[src/rtl/ps2_pkg.sv]
// Shared PS/2 constants and types for the receive front end
// and the downstream keyboard-to-game mapping stage.
package ps2_pkg;

    localparam logic [7:0] PS2_BREAK_CODE = 8'hF0;
    localparam logic [7:0] PS2_EXT_CODE   = 8'hE0;

    typedef enum logic [1:0] {
        ST_IDLE,
        ST_DATA,
        ST_PARITY,
        ST_STOP
    } ps2_state_e;

    localparam logic [7:0] KEY_W     = 8'h1D;
    localparam logic [7:0] KEY_S     = 8'h1B;
    localparam logic [7:0] KEY_A     = 8'h1C;
    localparam logic [7:0] KEY_D     = 8'h23;
    localparam logic [7:0] KEY_J     = 8'h3B;
    localparam logic [7:0] KEY_UP    = 8'h75;
    localparam logic [7:0] KEY_DOWN  = 8'h72;
    localparam logic [7:0] KEY_LEFT  = 8'h6B;
    localparam logic [7:0] KEY_RIGHT = 8'h74;
    localparam logic [7:0] KEY_SEMI  = 8'h4C;

endpackage

[src/rtl/ps2_clk_filter.sv]
// 2-FF synchroniser and debounce filter for the raw PS/2 clock,
// producing a one-cycle pulse on each filtered falling edge.
module ps2_clk_filter #(
    parameter int FILTER_LEN = 8
) (
    input  logic clk,
    input  logic reset,
    input  logic raw,
    output logic fall_tick
);

    logic                  meta;
    logic                  sync;
    logic                  level;
    logic [FILTER_LEN-1:0] hist;

    always_ff @(posedge clk) begin
        if (reset) begin
            meta      <= 1'b0;
            sync      <= 1'b0;
            hist      <= '0;
            level     <= 1'b0;
            fall_tick <= 1'b0;
        end else begin
            meta      <= raw;
            sync      <= meta;
            hist      <= {hist[FILTER_LEN-2:0], sync};
            fall_tick <= 1'b0;
            if (&hist) begin
                level <= 1'b1;
            end else if (hist == '0) begin
                level     <= 1'b0;
                fall_tick <= level;
            end
        end
    end

endmodule

[src/rtl/ps2_rx_decoder.sv]
// PS/2 frame receiver: deframes 11-bit frames, checks parity and stop,
// and folds E0/F0 prefixes into qualifiers on a strobed scan code.
module ps2_rx_decoder
    import ps2_pkg::*;
#(
    parameter int FILTER_LEN  = 8,
    parameter int TIMEOUT_CYC = 50000
) (
    input  logic       clk,
    input  logic       reset,
    input  logic       ps2_clk,
    input  logic       ps2_data,
    output logic [7:0] code,
    output logic       code_break,
    output logic       code_ext,
    output logic       code_valid,
    output logic       frame_err
);

    localparam int TW = $clog2(TIMEOUT_CYC + 1);
    localparam logic [TW-1:0] TMO_MAX = TW'(TIMEOUT_CYC);

    logic       data_meta;
    logic       data_sync;
    logic       fall_tick;

    ps2_state_e state;
    ps2_state_e state_next;

    logic [2:0]    bit_cnt;
    logic [7:0]    shreg;
    logic          par;
    logic [TW-1:0] tmo_cnt;
    logic          brk_pend;
    logic          ext_pend;

    logic timeout;
    logic stop_seen;
    logic frame_ok;
    logic frame_bad;

    ps2_clk_filter #(
        .FILTER_LEN(FILTER_LEN)
    ) u_filt (
        .clk      (clk),
        .reset    (reset),
        .raw      (ps2_clk),
        .fall_tick(fall_tick)
    );

    always_ff @(posedge clk) begin
        if (reset) begin
            data_meta <= 1'b0;
            data_sync <= 1'b0;
        end else begin
            data_meta <= ps2_data;
            data_sync <= data_meta;
        end
    end

    always_ff @(posedge clk) begin
        if (reset) begin
            state <= ST_IDLE;
        end else begin
            state <= state_next;
        end
    end

    always_comb begin
        state_next = state;
        unique case (state)
            ST_IDLE: begin
                if (fall_tick && !data_sync) state_next = ST_DATA;
            end
            ST_DATA: begin
                if (timeout) state_next = ST_IDLE;
                else if (fall_tick && bit_cnt == 3'd7) state_next = ST_PARITY;
            end
            ST_PARITY: begin
                if (timeout) state_next = ST_IDLE;
                else if (fall_tick) state_next = ST_STOP;
            end
            ST_STOP: begin
                if (timeout || fall_tick) state_next = ST_IDLE;
            end
            default: state_next = ST_IDLE;
        endcase
    end

    // Timeout takes priority over a coincident edge: the frame is already stale.
    always_comb begin
        timeout   = (state != ST_IDLE) && (tmo_cnt == TMO_MAX);
        stop_seen = (state == ST_STOP) && fall_tick && !timeout;
        frame_ok  = stop_seen && data_sync && (^{shreg, par});
        frame_bad = (stop_seen && !frame_ok) || timeout;
    end

    always_ff @(posedge clk) begin
        if (reset) begin
            bit_cnt    <= '0;
            shreg      <= '0;
            par        <= 1'b0;
            tmo_cnt    <= '0;
            brk_pend   <= 1'b0;
            ext_pend   <= 1'b0;
            code       <= '0;
            code_break <= 1'b0;
            code_ext   <= 1'b0;
            code_valid <= 1'b0;
            frame_err  <= 1'b0;
        end else begin
            code_valid <= 1'b0;
            frame_err  <= 1'b0;

            if (state == ST_IDLE || fall_tick || timeout) tmo_cnt <= '0;
            else tmo_cnt <= tmo_cnt + 1'b1;

            if (fall_tick) begin
                if (state == ST_IDLE) bit_cnt <= '0;
                if (state == ST_DATA) begin
                    shreg   <= {data_sync, shreg[7:1]};
                    bit_cnt <= bit_cnt + 3'd1;
                end
                if (state == ST_PARITY) par <= data_sync;
            end

            if (frame_ok) begin
                if (shreg == PS2_BREAK_CODE) begin
                    brk_pend <= 1'b1;
                end else if (shreg == PS2_EXT_CODE) begin
                    ext_pend <= 1'b1;
                end else begin
                    code       <= shreg;
                    code_break <= brk_pend;
                    code_ext   <= ext_pend;
                    code_valid <= 1'b1;
                    brk_pend   <= 1'b0;
                    ext_pend   <= 1'b0;
                end
            end else if (frame_bad) begin
                frame_err <= 1'b1;
                brk_pend  <= 1'b0;
                ext_pend  <= 1'b0;
            end
        end
    end

endmodule

[config.mk]
export PLATFORM = sky130hd
export DESIGN_NAME = ps2_rx_decoder
export DESIGN_NICKNAME = d
export VERILOG_FILES = /design/src/rtl/ps2_pkg.sv /design/src/rtl/ps2_clk_filter.sv /design/src/rtl/ps2_rx_decoder.sv
export SDC_FILE = /design/constraint.sdc
export NUM_CORES = 1
export LEC_CHECK = 0
export CORE_ASPECT_RATIO = 0.6
export CORE_MARGIN = 3
export CORE_UTILIZATION = 40
export DETAILED_ROUTE_END_ITERATION = 8
export PLACE_DENSITY_LB_ADDON = 0.3
export SKIP_LAST_GASP = 1
export SLEW_MARGIN = 20
export SYNTH_ARGS = -nofsm -noshare
export SYNTH_HDL_FRONTEND = slang
export SYNTH_SLANG_ARGS = --single-unit
[constraint.sdc]
create_clock -name clk -period 4.4 [get_ports clk]
set_input_delay 0.88 -clock clk [delete_from_list [all_inputs] [get_ports clk]]
set_output_delay 0.88 -clock clk [all_outputs]
set_load 0.01 [all_outputs]
==> results of run 1 <==
## final cells by class
| type | instances | area, µm² |
|---|---|---|
| multi-input combinational | 182 | 1165 |
| inverter | 9 | 33.78 |
| tap | 80 | 100.1 |
| fill | 551 | 2899 |
| clock inverter | 6 | 57.56 |
| sequential | 58 | 1161 |
| clock buffer | 10 | 127.6 |
| timing repair buffer | 16 | 157.7 |
## state kept, by name (all words and copies together), names as in the netlist, 2 cells and up
signal and cells:
code 8, u_filt.hist 8, state 2, shreg 8
tmo_cnt 16, bit_cnt 3
## logic make-up (layout without fill, tap and decap cells)
family,count (synthesis),in the layout,synth area share [%]
adders and majority gates,4,4,2.075
DFF,58,58,48.13
muxes,15,15,6.224
xor gates and xnor gates,22,22,8.869
AOI/OAI and AO/OA,18,18,5.394
and+or+nand+nor,123,123,25.73
buffers and inverters,18,41,3.579
## power breakdown
part	internal (µW)	total, µW	switching, µW	leakage (µW)
Combinational	5.79	15.3	9.48	0.000435
Clock	257	456	199	0.0000958
Sequential	527	529	1.30	0.000468
## metrics by stage
step           power [µW]  instances  hold slack [ps]
3_3_place_gp        555.0        345            417.3
5_1_grt              1040        361            467.2
6_report             1000        361            443.4
2_1_floorplan       549.5        258            413.8
4_1_cts              1016        361            448.0
3_5_place_dp        555.4        345            429.4
## placed cells by master (no fill, tap or decap), drive strengths merged, types with 2 or more instances in the layout
cell and instances:
ha 4, mux2i 15, xnor2 13, clkinv 5, nand2b 3, nor3 4
dfxtp 58, clkbuf 10, nor2 39, clkdlybuf4s50 15, a31oi 2, nand3 10
inv 8, nor3b 2, nand4 7, a22o 2, nand2 28, xor2 8
and4 2, nor4 6, nor2b 13, a21oi 9
## layer usage
metal / wire length [µm] / part of all wire [%]
met5: 0 / 0
met4: 46 / 1.1
met3: 203 / 4.7
met2: 1676 / 39
met1: 2353 / 55
## worst max-delay path by stage
stage | start | to | slack, ps | cells after the start
final | reset | tmo_cnt[13] | 1550 | 6
after global routing | reset | tmo_cnt[2] | 1390 | 6
after CTS | reset | tmo_cnt[13] | 1560 | 6
after detailed placement | reset | tmo_cnt[5] | 1230 | 6
after global placement | reset | tmo_cnt[5] | 1300 | 6
after floorplan | reset | tmo_cnt[10] | 2550 | 6
==> out/results.tsv, run 1 <==
stage	metric	value	unit
cts	htree depth	3	
timing	maximum clock rate	0.3503	GHz
synth	Synth Flop Type	dfxtp_1	
cts	Hold Buf Count CTS	0	
cells_and_area	Final nets	284	
pwr	Power Density	356.8	nW/µm²
synth	Mapped Area	2412	µm²
worst_setup_path	CP max-delay cell	clkinv_1	
floorplanning	initial core utilization	42.31	%
synth	Synth area leaders	dfxtp_1 (48%), mux2i_1 (6.2%), nor2_1 (6.1%)	
hold_path	worst hold path type	flip-flop to flip-flop	
global_route	first-pass GRT wire length	7.327	mm
worst_setup_path	worst r2r path cells	5	
worst_setup_path	r2r startpoint	shreg[2]	
synth	sequential element share of the synthesized area	48.13	%
timing	final setup vio count	0	
timing	RSZ-0062 raised after global routing	no	
worst_setup_path	CP Capture Type	flip-flop	
status	status	complete, no violations	
cts	postcts setup bufs	0	
placed_design	IO buf count	15	
route	First-pass DRT Iterations	4	
route	DRC	0	
synth	Synth cell types	42	
global_route	met1 Usage GRT	18.78	%
worst_setup_path	Worst setup SP type	primary input	
global_route	pin count of the biggest net entering global routing	31	
cts	Inserted Clock Buffers	9	
cells_and_area	area grow syn2layout	16.18	%
route	drt total wl	4.280	mm
worst_setup_path	critical-path maximum fanout	30	
job	max_cap viols	0	
worst_setup_path	WP data arrival	3040	ps
hold_path	min-delay src	u_filt.meta	
synth	Synth area leader	dfxtp_1	
synth	Syn Nets	266	
worst_setup_path	reg2reg end	code[5]	
floorplanning	DIE AREA	7029	µm²
timing	final worst slack	1545	ps
timing	Clock Skew	6.546	ps
timing	Tmin final	2855	ps
cells_and_area	post-layout util	49.16	%
cts	CTS clk-pin slew, worst paths	60	ps
timing	pins over their slew limit	0	
cts	Root Buffer	clkbuf_8	
global_route	most used routing layer	met1	
synth	asr flop ratio synth	0	%
placed_design	placed inst area	2618	µm²
placed_design	worst slack at placement	1230	ps
synth	Seq cells post-synth	58	
worst_setup_path	Setup Crit Path Kind	primary input to flip-flop	
synth	YS warnings	0	
synth	syn_area_per_cell	9.350	µm²
floorplanning	IO Count	16	
timing	Slew @ Worst Pin	895.2	ps
worst_setup_path	critical path's top delay family	buffers and inverters	
cts	CTS tree	yes	
worst_setup_path	WP data required	4590	ps
global_route	met3 Use GR	5.854	%
floorplanning	Die Height	66.16	µm
route	vias post-DR	1730	
hold_path	end of the worst hold path	u_filt.sync	
cells_and_area	layout cells sized above 1	7.829	%
timing	final setup TNS	0	ps
worst_setup_path	slowest stage delay, CP	530	ps
synth	Commonest cells post-synth	dfxtp_1 (58), nor2_1 (39), nand2_1 (28)	
global_route	initial antenna violation count	0	
synth	most common cell in the synthesized netlist	dfxtp_1	
timing	period utilization	64.88	%
global_route	GRT overflow	0	
floorplanning	site row count	21	
placed_design	gpl congestion	0.7653	
cts	Sink Count	58	
cts	post_cts resized	0	
floorplanning	Core ar.	5702	µm²
route	DRT antenna net count	0	
route	DR WL/cell	11.86	µm
global_route	all-layer global routing usage	13.75	%
timing	Slew headroom	40.00	%
cts	clock insertion delay at the later pin of the skew report	330	ps
cells_and_area	diodes inserted	0	
route	initial DRC count	55	
cts	Max clock buf depth	2	
global_route	vias in the first global route	1562	
worst_setup_path	CP Cell Sequence	clkdlybuf4s50_1 > buf_4 > clkinv_1 > o41ai_4 > or3_1 > nor2_1	
global_route	met2 Track Usage GR	18.77	%
timing	Hold Violations, Final	0	
synth	Post-Synthesis Cells	258	
route	Via density	4.792	
synth	Synth top area share	48.13	%
placed_design	Detailed Place HPWL	2.893	mm
pwr	Leak Pwr	0.0009988	µW
synth	Post-synth EDFFs	0	
worst_setup_path	Buf+Inv Stages, Crit Path	3	
floorplanning	die width	106.3	µm
pwr	VDD IR max	0.1584	mV
worst_setup_path	reg2reg setup slack	2090	ps
hold_path	Worst Hold Depth	1	
cells_and_area	final instance area	2803	µm²
Power figures use the tool's default switching activity.
==> run 2: changes to the inputs <==
Clock period 4.4 ns to 2.5 ns, I/O delays scaled along.
==> out/results.tsv, run 2 (synthesis results as in run 1) <==
stage	metric	value	unit	change
cts	Inserted Clock Buffers	9		unchanged
placed_design	gpl congestion	0.8167		was 0.7653
timing	pins over their slew limit	0		unchanged
route	drt total wl	4.458	mm	was 4.280 mm
route	initial DRC count	77		was 55
floorplanning	die width	106.3	µm	unchanged
cts	postcts setup bufs	0		unchanged
floorplanning	Core ar.	5702	µm²	unchanged
cells_and_area	area grow syn2layout	17.12	%	was 16.18%
cts	Hold Buf Count CTS	0		unchanged
placed_design	IO buf count	15		unchanged
floorplanning	site row count	21		unchanged
global_route	GRT overflow	0		unchanged
floorplanning	initial core utilization	42.31	%	unchanged
cells_and_area	commonest non-fill, non-tap cell in the layout	dfxtp_1		unchanged
global_route	all-layer global routing usage	14.33	%	was 13.75%
cts	CTS clk-pin slew, worst paths	60	ps	about the same
worst_setup_path	Setup Crit Path Kind	flip-flop to flip-flop		was primary input to flip-flop
timing	Slew @ Worst Pin	571.2	ps	was 895.2 ps
timing	Slew headroom	61.92	%	was 40.00%
route	DRT antenna net count	0		unchanged
cells_and_area	Final nets	287		was 284
pwr	VDD IR max	0.2459	mV	was 0.1584 mV
timing	Hold Violations, Final	0		unchanged
cts	htree depth	3		unchanged
hold_path	worst hold path type	flip-flop to flip-flop		unchanged
worst_setup_path	slowest stage delay, CP	540	ps	was 530 ps
floorplanning	IO Count	16		unchanged
pwr	Power Density	628.6	nW/µm²	was 356.8 nW/µm²
cells_and_area	register with the most flip-flops	tmo_cnt		unchanged
global_route	pin count of the biggest net entering global routing	30		was 31
route	vias post-DR	1711		was 1730
cts	Sink Count	58		unchanged
floorplanning	Die Height	66.16	µm	unchanged
timing	period utilization	88.56	%	
cts	post_cts resized	0		unchanged
route	DRC	0		unchanged
cells_and_area	layout cells sized above 1	8.127	%	was 7.829%
global_route	vias in the first global route	1614		was 1562
global_route	initial antenna violation count	0		unchanged
cells_and_area	diodes inserted	0		unchanged
cells_and_area	Largest register FFs	16		unchanged
cts	clock insertion delay at the later pin of the skew report	330	ps	about the same
route	Via density	4.713		was 4.792
timing	Tmin final	2214	ps	
cts	Max clock buf depth	2		unchanged
worst_setup_path	CP max-delay cell	or3_1		was clkinv_1
worst_setup_path	critical-path maximum fanout	16		was 30
cts	CTS tree	yes		unchanged
timing	maximum clock rate	0.4517	GHz	
status	status	complete, no violations		unchanged
floorplanning	DIE AREA	7029	µm²	unchanged
cells_and_area	most frequent cells in the layout	dfxtp_1 (58), nor2_1 (39), nand2_1 (28)		unchanged
job	max_cap viols	0		unchanged
cells_and_area	post-layout util	49.55	%	was 49.16%
timing	final setup TNS	0	ps	unchanged
timing	RSZ-0062 raised after global routing	no		unchanged
worst_setup_path	CP Capture Type	flip-flop		unchanged
worst_setup_path	CP Cell Sequence	nor4b_2 > nand4_1 > o41ai_4 > or3_1 > nor2_1		was clkdlybuf4s50_1 > buf_4 > clkinv_1 > o41ai_4 > or3_1 > nor2_1
timing	final setup vio count	0		unchanged
global_route	first-pass GRT wire length	7.679	mm	was 7.327 mm
pwr	Leak Pwr	0.001015	µW	was 0.0009988 µW
worst_setup_path	Worst setup SP type	flip-flop		was primary input
timing	Clock Skew	7.318	ps	was 6.546 ps
cts	Root Buffer	clkbuf_8		unchanged
placed_design	Detailed Place HPWL	3.216	mm	was 2.893 mm
route	DR WL/cell	12.28	µm	was 11.86 µm
worst_setup_path	WP data required	2690	ps	was 4590 ps
worst_setup_path	WP data arrival	2410	ps	was 3040 ps
route	First-pass DRT Iterations	4		unchanged
cells_and_area	Filler Cells Inserted	551		unchanged
## run 2: cell count changes in the layout (fill, tap and decap cells not counted), sizes merged
cell      before  now
buf            1    4
clkinvlp       1    0
clkbuf        10   12
clkinv         5    3
## run 2: power by group
group / leakage (µW) / internal (µW) / switching [µW]
clock network: 0.0000962 / 479 / 339
registers: 0.000468 / 928 / 1.91
logic: 0.000451 / 11.3 / 16.2
total: 0.00101 / 1420 / 357
## run 2: critical path, delay by kind of cell, from the launching register on
kind               cells  cell delay (ps)
AOI/OAI and AO/OA      1              500
DFF                    1              420
and+or+nand+nor        4             1150
## run 2: worst paths after layout
kind                                   from             end  slack (ps)  cells past startpoint
worst max-delay path             tmo_cnt[6]     tmo_cnt[13]         290                      5
worst min-delay path            u_filt.sync  u_filt.hist[0]         440                      1
worst max register to register   tmo_cnt[6]     tmo_cnt[13]         290                      5
worst min register to register  u_filt.sync  u_filt.hist[0]         440                      1
## run 2: cell type report
type	count	area, µm²	share of cell area [%]
Clock buffer	12	145.1	5.137
Clock inverter	3	40.04	1.417
Inverter	9	33.78	1.196
Tap cell	80	100.1	3.543
Timing Repair Buffer	19	180.2	6.377
Multi-Input combinational cell	182	1165	41.23
Sequential cell	58	1161	41.10
## run 2: routing by layer
| metal | wire length (µm) | track usage (%) | vias to the layer above |
|---|---|---|---|
| li1 | - | - | 913 |
| met1 | 2460 | 19.68 | 766 |
| met2 | 1746 | 19.48 | 27 |
| met3 | 219 | 6.146 | 5 |
| met4 | 31 | 5.816 | 0 |
| met5 | 0 | 0 | - |
## run 2: stage by stage
stage	instances	total power, µW	instance area (µm²)	worst slack (ps)	hold slack, ps
2_1_floorplan	258	967.1	2412	714.8	413.8
3_3_place_gp	348	978.3	2640	444.3	418.3
3_5_place_dp	348	978.5	2640	319.8	429.7
4_1_cts	363	1802	2825	298.7	444.5
5_1_grt	363	1845	2825	123.8	454.3
6_report	363	1776	2825	286.0	439.2
